## src/rtl/spi_wb_master_core.sv

```systemverilog
`default_nettype none
// ============================================================================
// Module   : spi_wb_master_core
// Purpose  : Wishbone B4 classic slave that owns a single-channel SPI master.
//            Software programs DIV, CTRL, SS and DATA, then sets CTRL.GO.
//            The engine shifts one DATA_W-bit frame, captures RX, sets the
//            sticky done flag and pulses o_tick for one clock.
// Options  : `define SPI_LOOPBACK_EN adds CTRL bit5 LOOP. With LOOP=1 the
//            engine samples its own MOSI and the o_ss_n pins stay high.
//            Without it bit5 reads 0 and i_miso is always used.
// Ports    : clk, rst_n              clock, async active-low reset
//            i_wb_* / o_wb_*         Wishbone classic slave (byte address)
//            o_wb_int                level interrupt (done & IE), registered
//            o_tick                  one-cycle pulse at frame completion
//            o_sclk/o_mosi/i_miso    SPI bus
//            o_ss_n                  active-low slave selects
// Register : 0x00 DATA, 0x04 CTRL, 0x08 DIV, 0x0C SS, 0x10 STATUS
// Revision : 1.0  initial release
// ============================================================================
module spi_wb_master_core #(
  parameter int DATA_W = 8,
  parameter int SS_W   = 4,
  parameter int DIV_W  = 16
) (
  input  logic            clk,
  input  logic            rst_n,
  input  logic [4:0]      i_wb_addr,
  input  logic [31:0]     i_wb_data,
  output logic [31:0]     o_wb_data,
  input  logic [3:0]      i_wb_sel,
  input  logic            i_wb_we,
  input  logic            i_wb_stb,
  input  logic            i_wb_cyc,
  output logic            o_wb_ack,
  output logic            o_wb_err,
  output logic            o_wb_int,
  output logic            o_tick,
  output logic            o_sclk,
  output logic            o_mosi,
  input  logic            i_miso,
  output logic [SS_W-1:0] o_ss_n
);

  localparam logic [1:0] c_IDLE  = 2'd0;
  localparam logic [1:0] c_LEAD  = 2'd1;
  localparam logic [1:0] c_SHIFT = 2'd2;
  localparam logic [1:0] c_TRAIL = 2'd3;

  // Edge counter holds the number of SCLK edges already produced (0..2*DATA_W).
  localparam int               c_EW   = $clog2(2 * DATA_W) + 1;
  localparam logic [c_EW-1:0]  c_LAST = c_EW'(2 * DATA_W - 1);

  // --------------------------------------------------------------------------
  // State
  // --------------------------------------------------------------------------
  logic [1:0]        r_state;
  logic [DATA_W-1:0] r_tx;
  logic [DATA_W-1:0] r_rx;
  logic [DATA_W-1:0] r_tx_sh;
  logic [DATA_W-1:0] r_rx_sh;
  logic [DIV_W-1:0]  r_div;
  logic [DIV_W-1:0]  r_cnt;
  logic [SS_W-1:0]   r_ss;
  logic [c_EW-1:0]   r_edge;
  logic              r_cpol;
  logic              r_cpha;
  logic              r_ie;
  logic              r_lsb;
  logic              r_done;
  logic              r_go;
  logic              r_sclk;
  logic              r_mosi;
  logic              r_tick;
  logic              r_int;
  logic              r_ack;
  logic              r_err;
  logic [31:0]       r_rdata;
  logic              w_loop_en;

`ifdef SPI_LOOPBACK_EN
  logic r_loop;
  assign w_loop_en = r_loop;
`else
  assign w_loop_en = 1'b0;
`endif

  // --------------------------------------------------------------------------
  // Shift helpers (bit order selected by LSB_FIRST)
  // --------------------------------------------------------------------------
  function automatic logic tx_head(input logic [DATA_W-1:0] v, input logic lsb);
    return lsb ? v[0] : v[DATA_W-1];
  endfunction

  function automatic logic [DATA_W-1:0] tx_next(input logic [DATA_W-1:0] v,
                                                input logic lsb);
    return lsb ? (v >> 1) : (v << 1);
  endfunction

  function automatic logic [DATA_W-1:0] rx_push(input logic [DATA_W-1:0] v,
                                                input logic b, input logic lsb);
    return lsb ? {b, v[DATA_W-1:1]} : {v[DATA_W-2:0], b};
  endfunction

  // --------------------------------------------------------------------------
  // Bus decode
  // --------------------------------------------------------------------------
  logic        w_req;
  logic        w_busy;
  logic        w_addr_ok;
  logic        w_a_data;
  logic        w_a_ctrl;
  logic        w_a_div;
  logic        w_a_ss;
  logic        w_a_stat;
  logic        w_bad;
  logic        w_wr;
  logic        w_rd_ok;
  logic        w_ctrl_wr;
  logic        w_go_wr;
  logic        w_w1c;
  logic [31:0] w_mask;
  logic [31:0] w_rd;

  // A request is not re-accepted while its own ack/err is on the bus.
  assign w_req     = i_wb_cyc & i_wb_stb & ~r_ack & ~r_err;
  // r_go covers the single cycle between the GO write and the FSM leaving IDLE.
  assign w_busy    = (r_state != c_IDLE) | r_go;
  assign w_addr_ok = (i_wb_addr[1:0] == 2'b00) && (i_wb_addr[4:2] <= 3'd4);
  assign w_a_data  = (i_wb_addr[4:2] == 3'd0);
  assign w_a_ctrl  = (i_wb_addr[4:2] == 3'd1);
  assign w_a_div   = (i_wb_addr[4:2] == 3'd2);
  assign w_a_ss    = (i_wb_addr[4:2] == 3'd3);
  assign w_a_stat  = (i_wb_addr[4:2] == 3'd4);
  assign w_bad     = ~w_addr_ok |
                     (i_wb_we & w_busy & (w_a_data | w_a_ctrl | w_a_div));
  assign w_wr      = w_req & i_wb_we & ~w_bad;
  assign w_rd_ok   = w_req & ~i_wb_we & ~w_bad;
  assign w_mask    = {{8{i_wb_sel[3]}}, {8{i_wb_sel[2]}},
                      {8{i_wb_sel[1]}}, {8{i_wb_sel[0]}}};
  // All CTRL/STATUS bits live in byte lane 0.
  assign w_ctrl_wr = w_wr & w_a_ctrl & i_wb_sel[0];
  assign w_go_wr   = w_ctrl_wr & i_wb_data[0];
  assign w_w1c     = w_wr & w_a_stat & i_wb_sel[0] & i_wb_data[1];

  logic [31:0] w_tx_m;
  logic [31:0] w_div_m;
  logic [31:0] w_ss_m;
  assign w_tx_m  = (32'(r_tx)  & ~w_mask) | (i_wb_data & w_mask);
  assign w_div_m = (32'(r_div) & ~w_mask) | (i_wb_data & w_mask);
  assign w_ss_m  = (32'(r_ss)  & ~w_mask) | (i_wb_data & w_mask);

  always_comb begin
    w_rd = 32'd0;
    case (i_wb_addr[4:2])
      3'd0: w_rd = 32'(r_rx);
      3'd1: w_rd = {26'd0, w_loop_en, r_lsb, r_ie, r_cpha, r_cpol, w_busy};
      3'd2: w_rd = 32'(r_div);
      3'd3: w_rd = 32'(r_ss);
      3'd4: w_rd = {30'd0, r_done, w_busy};
      default: w_rd = 32'd0;
    endcase
  end

  // --------------------------------------------------------------------------
  // Engine decode
  // --------------------------------------------------------------------------
  logic w_half;
  logic w_edge;
  logic w_lead;
  logic w_sample;
  logic w_shift;
  logic w_frame_done;
  logic w_miso;

  assign w_half       = (r_cnt == r_div);
  assign w_edge       = w_half & ((r_state == c_LEAD) | (r_state == c_SHIFT));
  // The upcoming edge is odd-numbered (leading) when an even count is done.
  assign w_lead       = ~r_edge[0];
  assign w_sample     = w_edge & (r_cpha ? ~w_lead : w_lead);
  // In CPHA=0 the last trailing edge has no further bit to present.
  assign w_shift      = w_edge & (r_cpha ? w_lead : (~w_lead & (r_edge != c_LAST)));
  assign w_frame_done = (r_state == c_TRAIL) & w_half;
  assign w_miso       = w_loop_en ? r_mosi : i_miso;

  // --------------------------------------------------------------------------
  // Register file and bus response
  // --------------------------------------------------------------------------
  always_ff @(posedge clk or negedge rst_n) begin
    if (!rst_n) begin
      r_ack   <= 1'b0;
      r_err   <= 1'b0;
      r_rdata <= 32'd0;
      r_go    <= 1'b0;
      r_tx    <= '0;
      r_div   <= '0;
      r_ss    <= '0;
      r_cpol  <= 1'b0;
      r_cpha  <= 1'b0;
      r_ie    <= 1'b0;
      r_lsb   <= 1'b0;
      r_done  <= 1'b0;
      r_int   <= 1'b0;
`ifdef SPI_LOOPBACK_EN
      r_loop  <= 1'b0;
`endif
    end else begin
      r_ack   <= w_req & ~w_bad;
      r_err   <= w_req & w_bad;
      r_rdata <= w_rd_ok ? w_rd : 32'd0;
      r_go    <= w_go_wr;
      if (w_wr & w_a_data) r_tx  <= DATA_W'(w_tx_m);
      if (w_wr & w_a_div)  r_div <= DIV_W'(w_div_m);
      if (w_wr & w_a_ss)   r_ss  <= SS_W'(w_ss_m);
      if (w_ctrl_wr) begin
        r_cpol <= i_wb_data[1];
        r_cpha <= i_wb_data[2];
        r_ie   <= i_wb_data[3];
        r_lsb  <= i_wb_data[4];
`ifdef SPI_LOOPBACK_EN
        r_loop <= i_wb_data[5];
`endif
      end
      // Completion outranks a simultaneous W1C.
      if (w_frame_done)       r_done <= 1'b1;
      else if (w_go_wr)       r_done <= 1'b0;
      else if (w_w1c)         r_done <= 1'b0;
      r_int <= r_done & r_ie;
    end
  end

  // --------------------------------------------------------------------------
  // SPI engine
  // --------------------------------------------------------------------------
  always_ff @(posedge clk or negedge rst_n) begin
    if (!rst_n) begin
      r_state <= c_IDLE;
      r_cnt   <= '0;
      r_edge  <= '0;
      r_sclk  <= 1'b0;
      r_mosi  <= 1'b0;
      r_tx_sh <= '0;
      r_rx_sh <= '0;
      r_rx    <= '0;
      r_tick  <= 1'b0;
    end else begin
      r_tick <= 1'b0;
      case (r_state)
        c_IDLE: begin
          if (r_go) begin
            r_state <= c_LEAD;
            r_cnt   <= '0;
            r_edge  <= '0;
            r_sclk  <= r_cpol;
            r_rx_sh <= '0;
            if (!r_cpha) begin
              // CPHA=0 presents the first bit before the first edge.
              r_mosi  <= tx_head(r_tx, r_lsb);
              r_tx_sh <= tx_next(r_tx, r_lsb);
            end else begin
              r_tx_sh <= r_tx;
            end
          end
        end
        c_LEAD, c_SHIFT: begin
          if (w_half) begin
            r_cnt  <= '0;
            r_sclk <= ~r_sclk;
            r_edge <= r_edge + 1'b1;
            if (r_state == c_LEAD)    r_state <= c_SHIFT;
            else if (r_edge == c_LAST) r_state <= c_TRAIL;
            if (w_sample) r_rx_sh <= rx_push(r_rx_sh, w_miso, r_lsb);
            if (w_shift) begin
              r_mosi  <= tx_head(r_tx_sh, r_lsb);
              r_tx_sh <= tx_next(r_tx_sh, r_lsb);
            end
          end else begin
            r_cnt <= r_cnt + 1'b1;
          end
        end
        c_TRAIL: begin
          if (w_half) begin
            r_state <= c_IDLE;
            r_cnt   <= '0;
            r_rx    <= r_rx_sh;
            r_tick  <= 1'b1;
          end else begin
            r_cnt <= r_cnt + 1'b1;
          end
        end
        default: r_state <= c_IDLE;
      endcase
    end
  end

  // --------------------------------------------------------------------------
  // Outputs
  // --------------------------------------------------------------------------
  // SCLK follows CPOL directly while idle so a mode change shows immediately.
  assign o_sclk    = (r_state == c_IDLE) ? r_cpol : r_sclk;
  assign o_mosi    = r_mosi;
  // Derived from the async-reset state, so reset releases SS without a clock.
  assign o_ss_n    = ~(r_ss & {SS_W{(r_state != c_IDLE) & ~w_loop_en}});
  assign o_tick    = r_tick;
  assign o_wb_ack  = r_ack;
  assign o_wb_err  = r_err;
  assign o_wb_data = r_rdata;
  assign o_wb_int  = r_int;

endmodule
`default_nettype wire

```

## config.mk

```make
export PLATFORM = sky130hd
export DESIGN_NAME = spi_wb_master_core
export DESIGN_NICKNAME = d
export VERILOG_FILES = /design/src/rtl/spi_wb_master_core.sv
export SDC_FILE = /design/constraint.sdc
export NUM_CORES = 1
export LEC_CHECK = 0
export ABC_AREA = 1
export CORE_ASPECT_RATIO = 1.75
export CORE_MARGIN = 4
export CORE_UTILIZATION = 46
export CTS_BUF_LIST = sky130_fd_sc_hd__clkbuf_4 sky130_fd_sc_hd__clkbuf_8 sky130_fd_sc_hd__clkbuf_16
export DETAILED_ROUTE_END_ITERATION = 12
export HOLD_SLACK_MARGIN = 0.12
export MAX_ROUTING_LAYER = met4
export PLACE_DENSITY = 0.75
export SYNTH_ARGS = -nofsm -noshare
export SYNTH_HDL_FRONTEND = slang
export SYNTH_SLANG_ARGS = --single-unit
```

## constraint.sdc

```tcl
create_clock -name clk -period 1.6 [get_ports clk]
set_input_delay 0.32 -clock clk [delete_from_list [all_inputs] [get_ports clk]]
set_output_delay 0.32 -clock clk [all_outputs]
set_load 0.05 [all_outputs]
```

; Word-level counts from Yosys, hierarchy flattened
; Index checks and enable logic that the tools add are counted.
[op_classes]
n_addsub = 2
n_lt_le_gt_ge = 1
eq_ne = 17
mux = 44
bitwise = 48
n_reduce_logical = 15
[ops]
columns = op, count
row1 = 8-bit 2-to-1 mux, 10
row2 = 16-bit one-hot mux with 5 select lines, 1
row3 = 16-bit AND, 2
row4 = 16-bit 2-to-1 mux, 2
row5 = 32-bit 2-to-1 mux, 1
row6 = 16-bit one-hot mux with 2 select lines, 1
row7 = 8-bit one-hot mux with 2 select lines, 2
row8 = 1-bit AND, 26
row9 = "16-bit by 1-bit adder with 16-bit output, second input constant", 1
row10 = 16-bit equality test, 1
row11 = 1-bit 2-to-1 mux, 16
row12 = 16-bit inverter, 1
row13 = 16-bit bitwise OR, 1
row14 = "2-bit inequality test, second input constant", 6
row15 = 4-bit AND reduction, 3
row16 = 2-bit 2-to-1 mux, 5
row17 = 5-bit 2-to-1 mux, 2
row18 = 5-bit one-hot mux with 2 select lines, 1
row19 = 4-bit AND, 2
row20 = 8-bit AND, 1
row21 = 8-bit bitwise OR, 1
row22 = 1-bit inverter, 7
row23 = "3-bit by 2-bit equality test with 1-bit output, second input constant", 2
row24 = 2-bit one-hot mux with 3 select lines, 1
row25 = other kinds (23), 31
[word_totals]
ff_bits = 119
out_inout_bits = 42
word_cells = 149

; Longest topological paths before layout
[depth]
word_depth = 13
depth_mapped = 12

; Worst setup path before layout
; No wires, ideal clock.
[synth_timing]
kind = register -> output
startpoint = reg r_state[0]
endpoint = out o_sclk
arrival_ns = 1.762
required_time_ns = 1.280
path_slack_ns = -0.482
path_stages_with_launch = 4
n_path_buf = 0
path_cell_list = dfrtp_1 inv_1 ha_1 o21ai_0
[synth_via]
elab_chain_len = 2
[synth_lines]
columns = item, line
row1 = start: declaration, 56  ; logic [1:0] r_state;
row2 = start signal: assignment, 236  ; r_state <= c_IDLE;
row3 = start signal: assignment, 250  ; r_state <= c_LEAD;
row4 = start signal: assignment, 269  ; if (r_state == c_LEAD) r_state <= c_SHIFT;
row5 = 2-bit zero test, 299  ; assign o_sclk = (r_state == c_IDLE) ? r_cpol : r_sclk;
row6 = 1-bit 2-to-1 mux, 299
row7 = end: declaration, 38  ; output logic o_sclk,
; Every way passes these cells.

==> results.ini <==
[worst_setup_path]
path_cells = inv_1 > nand2_1 > nand2_1 > nor2_2 > nand2_2 > nor2_4 > nand2_4 > buf_4 > nand2_2 > nand2_2 > nor2_4 > nand2_1 > o21ai_0
worst-path-stages = 13
crit_required_ns = 1.88
cpMaxStageDelayCell = dfrtp_1
critical_path_class = flop to flop
crit_path_end_kind = flop
rrSetupSlack_ns = -0.30
cp-start-kind = flop
worstPathMaxFanout = 5
path_buf_inv = 2
cp_top_family = simple AND/OR/NAND/NOR gates
cpPeakStageDelay_ns = 0.41
endpoint = r_state[0]
reg2reg_depth = 13
worstReg2RegEnd = r_state[0]
worstPathArrival_ns = 2.19

[timing]
rsz0062_at_grt = yes
slew_violations = 0
timing.fmax_mhz = 526
whs_ns = 0.462
period_share_pct = 119
finalClockSkew_ns = 0.0148
fin_crit_ns = 1.90
finalSetupViolations = 105
setup_tns_ns = -22.63
worst_slack_ns = -0.301
hold_viol_final = 0

[global_routing]
grt_usage_pct = 26.0
antenna_found_initial = 0
grt_pass1_vias = 5837
gr-total-overflow = 0
grt_max_degree = 34
grt_pass1_wl_um = 27000

[yosys]
ys.flop_type = dfrtp_1
synth_top_area_share_pct = 47.8
yosysMostFrequentCell = nand2_1
ys_seq_area_share_pct = 47.8
syn_inst = 674
synth_largest_area_cell = dfrtp_1
synth_area_leaders = dfrtp_1 48%, nand2_1 14%, inv_1 5.6%, o21ai_0 5.5%, o22ai_1 2.9%
synth-seq-cells = 103
synthDistinctLibCells = 40
synthTopCellsByCount = 198 x nand2_1, 103 x dfrtp_1, 81 x inv_1, 59 x o21ai_0, 30 x nor2_1
yosys_warnings = 0
synthesis.area_sq_um = 5390
synth_edf_count = 0
avgSynthCellArea_sq_um = 8.00
synthArstFlopShare_pct = 100

[run_status]
status = finished, violations left
violations = negative setup slack

[routing]
vias_per_cell = 5.73
drtPass1Iterations = 5
post_drt_wl_per_cell_um = 18.9
vias = 5806
first_iter_violations = 407
wl_um = 19200
ant_nets = 0
drc_errors = 0

[floorplanning]
dieHeight_um = 151
fp.dieW_um = 89.8
start_util_pct = 46.8
core_area_sq_um = 11500
placementRows = 52
die_area_sq_um = 13600
io_pins = 89

[placement]
gp_congestion = 0.919
placed_cells = 956
placed_area_sq_um = 6860
dpl.hpwl_um = 11600
port_buffers = 54

[clock_network]
tritoncts = built
cts_root_buf = clkbuf_16
clk_pin_slew_ns = 0.09
cts.sinks = 103
cts.path.max_buffers = 2
cts_buffers = 9
clk_latency_ns = 0.36
htree_num_levels = 3

[cells_and_area]
drive_gt1_share_pct = 43.6
fillerInstances = 719
antenna_cells = 0
nNetsFinal = 927
finalNonFillerCells = 1014
postLayoutCellArea_sq_um = 8350
syn_to_final_growth_pct = 54.9

[flow_run]
cap_violations = 0

[power]
irDropWorstVdd_v = 0.000954
comb_power_share_pct = 49.5
clockPowerShare_pct = 22.0
power_frac_seq_pct = 28.6
leakage_nw = 4.07
switching_share_pct = 41.1
finalPower_w = 0.0106
power_switching_w = 0.00434
intPower_w = 0.00621
power_density_nw_per_um2 = 1260

[hold_path]
holdCritPathClass = primary input to asynchronous set/reset pin

==> worst min path at each step <==
stage / startpoint / to / cells after the start / slack [ns]
floorplan: rst_n / asynchronous set/reset pin / 0 / 0.02
global placement: rst_n / o_wb_data[11] / 1 / 0.30
detailed placement: rst_n / o_wb_data[11] / 1 / 0.31
CTS: rst_n / o_wb_data[5] / 2 / 0.47
global route: rst_n / o_wb_data[3] / 2 / 0.50
finish: rst_n / o_wb_data[5] / 2 / 0.46
==> what timing repair did <==
action,4_1_cts,5_1_grt
resized for setup,116,143
pin swaps,30,49
setup endpoints to repair,105,105
hold buffers,1,0
buffers inserted,23,14
cloned,6,2
hold endpoints to repair,29,0
==> final cells by class <==
cell class | count | area (sq um) | area share, %
clock buffers | 9 | 225 | 2.70
flip-flops and latches | 103 | 2580 | 30.9
inverters | 91 | 369 | 4.42
multi-input cells | 465 | 3070 | 36.8
repair buffers | 203 | 1840 | 22.1
well taps | 135 | 169 | 2.02
clock inverters | 7 | 88.8 | 1.06
repair inverters | 1 | 6.26 | 0.0749
==> cells in the final DEF (no fill, tap or decap), drive strengths merged, types with 2 or more instances in the layout <==
cell type	instances
nand2	206
buf	174
dfrtp	103
inv	96
o21ai	70
nor2	40
nand3	29
clkdlybuf4s50	25
o22ai	25
a21oi	23
conb	16
nor3	16
clkbuf	10
xor2	9
o221ai	7
ha	6
nand4	5
clkinv	3
a211oi	2
a31oi	2
dlygate4sd2	2
nor4	2
o21bai	2
==> stage by stage <==
stage / utilization [%] / setup WS [ns]
floorplan: - / 0.00255
global placement: 59.6 / -0.420
detailed placement: 59.6 / -0.482
CTS: 67.1 / -0.193
global route: 72.5 / -0.352
finish: 72.5 / -0.301
==> power groups by stage <==
stage / logic, W / clock network, W / registers (W)
floorplan: 0.00203 / 0 / 0.00304
global placement: 0.00359 / 0 / 0.00301
detailed placement: 0.00368 / 0 / 0.00302
CTS: 0.00436 / 0.00231 / 0.00298
global route: 0.00552 / 0.00246 / 0.00303
finish: 0.00522 / 0.00232 / 0.00301
==> layer usage <==
layer	track usage, %	part of all wire, %
met4	20.3	7.1
met5	-	0
met3	3.83	4.8
met2	48.6	56
met1	23.7	32
==> cells by family after synthesis <==
logic type               Yosys count  synth area share (%)
buffers and inverters            125                  10.4
XOR/XNOR                          10                  1.62
flip-flops                       103                  47.8
adder cells (fa/ha/maj)            6                  1.39
AND/OR/NAND/NOR                  296                  24.0
AO/OA/AOI/OAI                    133                  14.6
other                              1                0.0696
Note: power is estimated with default switching activity, not from simulation.
==> variant 1, RTL diff (same settings) <==
Put one more register stage on the output `o_wb_err`, without a reset. The value now appears one clock later. The other outputs are not delayed to match.
--- a/src/rtl/spi_wb_master_core.sv
+++ b/src/rtl/spi_wb_master_core.sv
@@ -302,7 +302,9 @@
   assign o_ss_n    = ~(r_ss & {SS_W{(r_state != c_IDLE) & ~w_loop_en}});
   assign o_tick    = r_tick;
   assign o_wb_ack  = r_ack;
-  assign o_wb_err  = r_err;
+  always_ff @(posedge clk) begin
+    o_wb_err <= r_err;
+  end
   assign o_wb_data = r_rdata;
   assign o_wb_int  = r_int;
 
Behaviour: not the same (Yosys sat finds a counterexample within 4 cycles, from zero or initial values and one cycle with rst_n low).
==> variant 1 against the unedited design <==
- the run still ends with negative setup slack left
- routed wire length is 5.0% higher
- highest routed layer unchanged
- design area is 1.9% higher
- area after synthesis is 0.37% higher
- global-route usage decreased by 0.20 points
- via count is 1.2% higher
- first-iteration DRC count down 2.7%
- maximum frequency is 2.2% lower
- total power up 2.2%
- sequential cell count is 1 higher
- clock power increased by 5%
- setup slack got worse by 43 ps
==> variant 1: results (changes against the unedited design) <==
- Worst slack, placed: -460 ps (was -482 ps)
- Seq/Total Area, Yosys: 0.480 (was 0.478)
- Filler instances: 720 (was 719)
- Placed instance area: 0.00686 mm^2 (about the same)
- Worst Reg-to-Reg Cells: 9 (was 13)
- GRT Util Overall: 0.259 (was 0.260)
- Reg-to-Reg End: r_cnt[13]$_DFFE_PN0N_ (was r_state[0]$_DFFE_PN0P_)
- NonClk Buf Share: 0.225 (was 0.221)
- Seq area share: 0.305 (was 0.309)
- Signal buffers: 217 (was 203)
- TNS Setup: -20,470 ps (was -22,630 ps)
- Hold slack: 392 ps (was 462 ps)
- DR WL/cell: 19.6 um (was 18.9 um)
- Layout net count: 942 (was 927)
- Area occupied by multi-input gates: 0.00313 mm^2 (was 0.00307 mm^2)
- Outcome: finished with violations (unchanged)
- Filler-free cell count of the finished design: 1,029 (was 1,014)
- HPWL after DPL: 11,400 um (was 11,600 um)
- Total number of sequential cells: 104 (was 103)
- Synth top area cells: dfrtp_1, nand2_1, inv_1 (unchanged)
- Drt initial violations: 396 (was 407)
- GP Congestion: 0.964 (was 0.919)
- Violations in the final reports: negative setup slack (unchanged)
- Clock network area share: 0.0377 (was 0.0376)
- Setup violations, final: 106 (was 105)
- WP data arrival: 2240 ps (was 2190 ps)
- Worst Path Max Fanout: 3 (was 5)
- Slowest stage delay, CP: 450 ps (was 410 ps)
- Skew final: 11.0 ps (was 14.8 ps)
- Post-CTS Resized: 135 (was 116)
- Vias: 5,876 (was 5,806)
- Vias in the first global route: 5,675 (was 5,837)
- Final worst-path setup slack: -344 ps (was -301 ps)
- FF+latch area: 0.00260 mm^2 (was 0.00258 mm^2)
- Largest net degree at the start of global routing: 36 (was 34)
- Asr flop ratio synth: 0.990 (was 1.00)
[variant 1: power by group]
part	leakage (nW)	internal (mW)	switching, mW	total, mW
logic	2.68	2.30	3.02	5.32
clock network	0.158	1.27	1.16	2.43
registers	1.29	2.84	0.195	3.03
[variant 1: kinds of logic (layout without fill, tap and decap cells)]
family,count (synthesis),count (layout),share of synthesized area
adder cells (fa/ha/maj),6,6,0.0139
buffers and inverters,125,325,0.104
AO/OA/AOI/OAI,133,133,0.146
AND/OR/NAND/NOR,296,300,0.239
flip-flops,104,104,0.480
XOR/XNOR,10,10,0.0162
other,1,16,0.000693
[variant 1: layer usage]
| layer | vias up | track usage | share of wire |
|---|---|---|---|
| li1 | 2593 | - | - |
| met2 | 301 | 0.475 | 0.54 |
| met1 | 2836 | 0.238 | 0.32 |
| met4 | 0 | 0.185 | 0.089 |
| met3 | 146 | 0.0529 | 0.057 |
| met5 | - | - | 0 |
==> variant 2, RTL diff (same flow settings) <==
Made on the original files. Change the parameter `DATA_W` from 8 to 16.
--- a/src/rtl/spi_wb_master_core.sv
+++ b/src/rtl/spi_wb_master_core.sv
@@ -18,7 +18,7 @@
 // Revision : 1.0  initial release
 // ============================================================================
 module spi_wb_master_core #(
-  parameter int DATA_W = 8,
+  parameter int DATA_W = 16,
   parameter int SS_W   = 4,
   parameter int DIV_W  = 16
 ) (
Check against the original RTL: not equivalent (a bounded check fails within 10 cycles, from zero or initial values and one cycle with rst_n low).
==> variant 2 against the unedited design <==
- final cell count is 28% higher
- setup slack got worse by 86 ps
- critical path type unchanged
- via count up 27%
- count of clock-buffer cells in the layout up 9
- maximum frequency shrank 4.3%
- routed wire length rose by 26%
- critical endpoint is now r_rx[5]$_DFFE_PN0P_
- sequential cell count increased by 33
- non-clock buffer count up 1
- the run still ends with negative setup slack left
- area after synthesis up 34%
- design area increased by 28%
- total power rose by 55%
- clock skew decreased by 6.5 ps
==> variant 2: results (changes against the unedited design) <==
- Drt initial violations: 678 (was 407)
- Setup violations, final: 138 (was 105)
- Vias: 7,355 (was 5,806)
- Violations in the final reports: negative setup slack (unchanged)
- Seq/Total Area, Yosys: 0.472 (was 0.478)
- Unique masters post-synth: 43 (was 40)
- HPWL after DPL: 15,000 um (was 11,600 um)
- CTS buffer count: 17 (was 9)
- Peak supply drop: 1280 uV (was 954 uV)
- Met2 usage: 0.429 (was 0.486)
- Share of layout cells above drive strength 1: 0.395 (was 0.436)
- Final worst-path setup slack: -387 ps (was -301 ps)
- Layout net count: 1,150 (was 927)
- Worst Path Max Fanout: 8 (was 5)
- TritonRoute pass-1 iters: 7 (was 5)
- Largest net degree at the start of global routing: 36 (was 34)
- H-tree depth: 4 (was 3)
- Worst slack, placed: -530 ps (was -482 ps)
- Placed instance area: 0.00893 mm^2 (was 0.00686 mm^2)
- DR WL/cell: 18.6 um (was 18.9 um)
- Outcome: finished with violations (unchanged)
- Filler instances: 1,018 (was 719)
- Met1 Use GR: 0.269 (was 0.237)
- First-pass GRT wire length: 33,700 um (was 27,000 um)
- WP data arrival: 2300 ps (was 2190 ps)
- GP Congestion: 0.927 (was 0.919)
- Post-synth top cells: nand2_1, dfrtp_1, inv_1, nand3_1, o21ai_0 (was nand2_1, dfrtp_1, inv_1, o21ai_0, nor2_1)
- Initial antenna violation count: 0 (unchanged)
- Synth top area cells: dfrtp_1, nand2_1, inv_1 (unchanged)
- Skew final: 8.30 ps (was 14.8 ps)
- GRT Util Overall: 0.251 (was 0.260)
- Clock latency at the later pin of the worst-skew pair: 430 ps (was 360 ps)
[variant 2: layer usage]
layer	wire, um	up-vias
met1	8340	3555
met5	0	-
li1	-	3306
met4	1690	0
met3	1280	124
met2	12800	370
[variant 2: final timing paths]
check / from / to / slack, ps / depth (start not counted)
worst max-delay path: r_cnt[14]$_DFFE_PN0N_ / r_rx[5]$_DFFE_PN0P_ / -390 / 13
worst min-delay path: rst_n / r_rx_sh[9]$_DFFE_PN0P_ / 350 / 2
worst max register to register: r_cnt[14]$_DFFE_PN0N_ / r_rx[5]$_DFFE_PN0P_ / -390 / 13
worst min register to register: r_rx_sh[12]$_DFFE_PN0P_ / r_rx_sh[12]$_DFFE_PN0P_ / 470 / 2
max in group asynchronous: rst_n / r_cnt[4]$_DFFE_PN0N_ / 680 / 3
min in group clk: r_rx_sh[12]$_DFFE_PN0P_ / r_rx_sh[12]$_DFFE_PN0P_ / 470 / 2
[variant 2: final cells by class]
class / count / area [um^2] / area share
Clock inverter: 14 / 213 / 0.0199
Multi-Input combinational cell: 630 / 3920 / 0.366
Clock buffer: 18 / 433 / 0.0405
Sequential cell: 136 / 3400 / 0.318
Inverter: 109 / 435 / 0.0407
Timing Repair Buffer: 204 / 2060 / 0.192
Tap cell: 186 / 233 / 0.0218
[variant 2: repair_timing]
action                                 in CTS  in global routing
buffers inserted                           10                 14
setup endpoints to repair                 137                138
pin swaps                                  16                 44
hold buffers                                1                  0
endpoints found under the hold margin     120                  0
cloned                                      3                  7
gates resized for setup                    97                127
[variant 2: logic make-up after synthesis]
| family | synth area share |
|---|---|
| other cells | 0.000520 |
| flops | 0.472 |
| fa+ha+maj | 0.00867 |
| compound gates | 0.141 |
| buf+inv | 0.0981 |
| xor+xnor | 0.0194 |
| simple gates | 0.261 |
[variant 2: through the flow]
stage	TNS (ps)	std cells	hold WS, ps
after floorplan	-16950	921	24.4
after global placement	-42640	1233	229
after detailed placement	-44750	1233	230
after CTS	-20170	1279	355
after global routing	-44020	1297	391
final	-36020	1297	349
[variant 2: where the power goes]
part,switching [mW],internal [mW]
clock network,1.66,2.68
registers,0.335,3.83
logic,4.61,3.29
[variant 2: worst max-delay path, stage by stage (launching register included)]
cell and delay, ps:
dfrtp_1 410, inv_2 60, nand2_1 60, nand2_1 70
nor2_2 150, nand2_2 120, nor2_4 200, nand2_4 100
buf_6 140, nor2_4 120, clkinv_4 110, clkbuf_16 190
nand2_2 70, o21ai_1 60
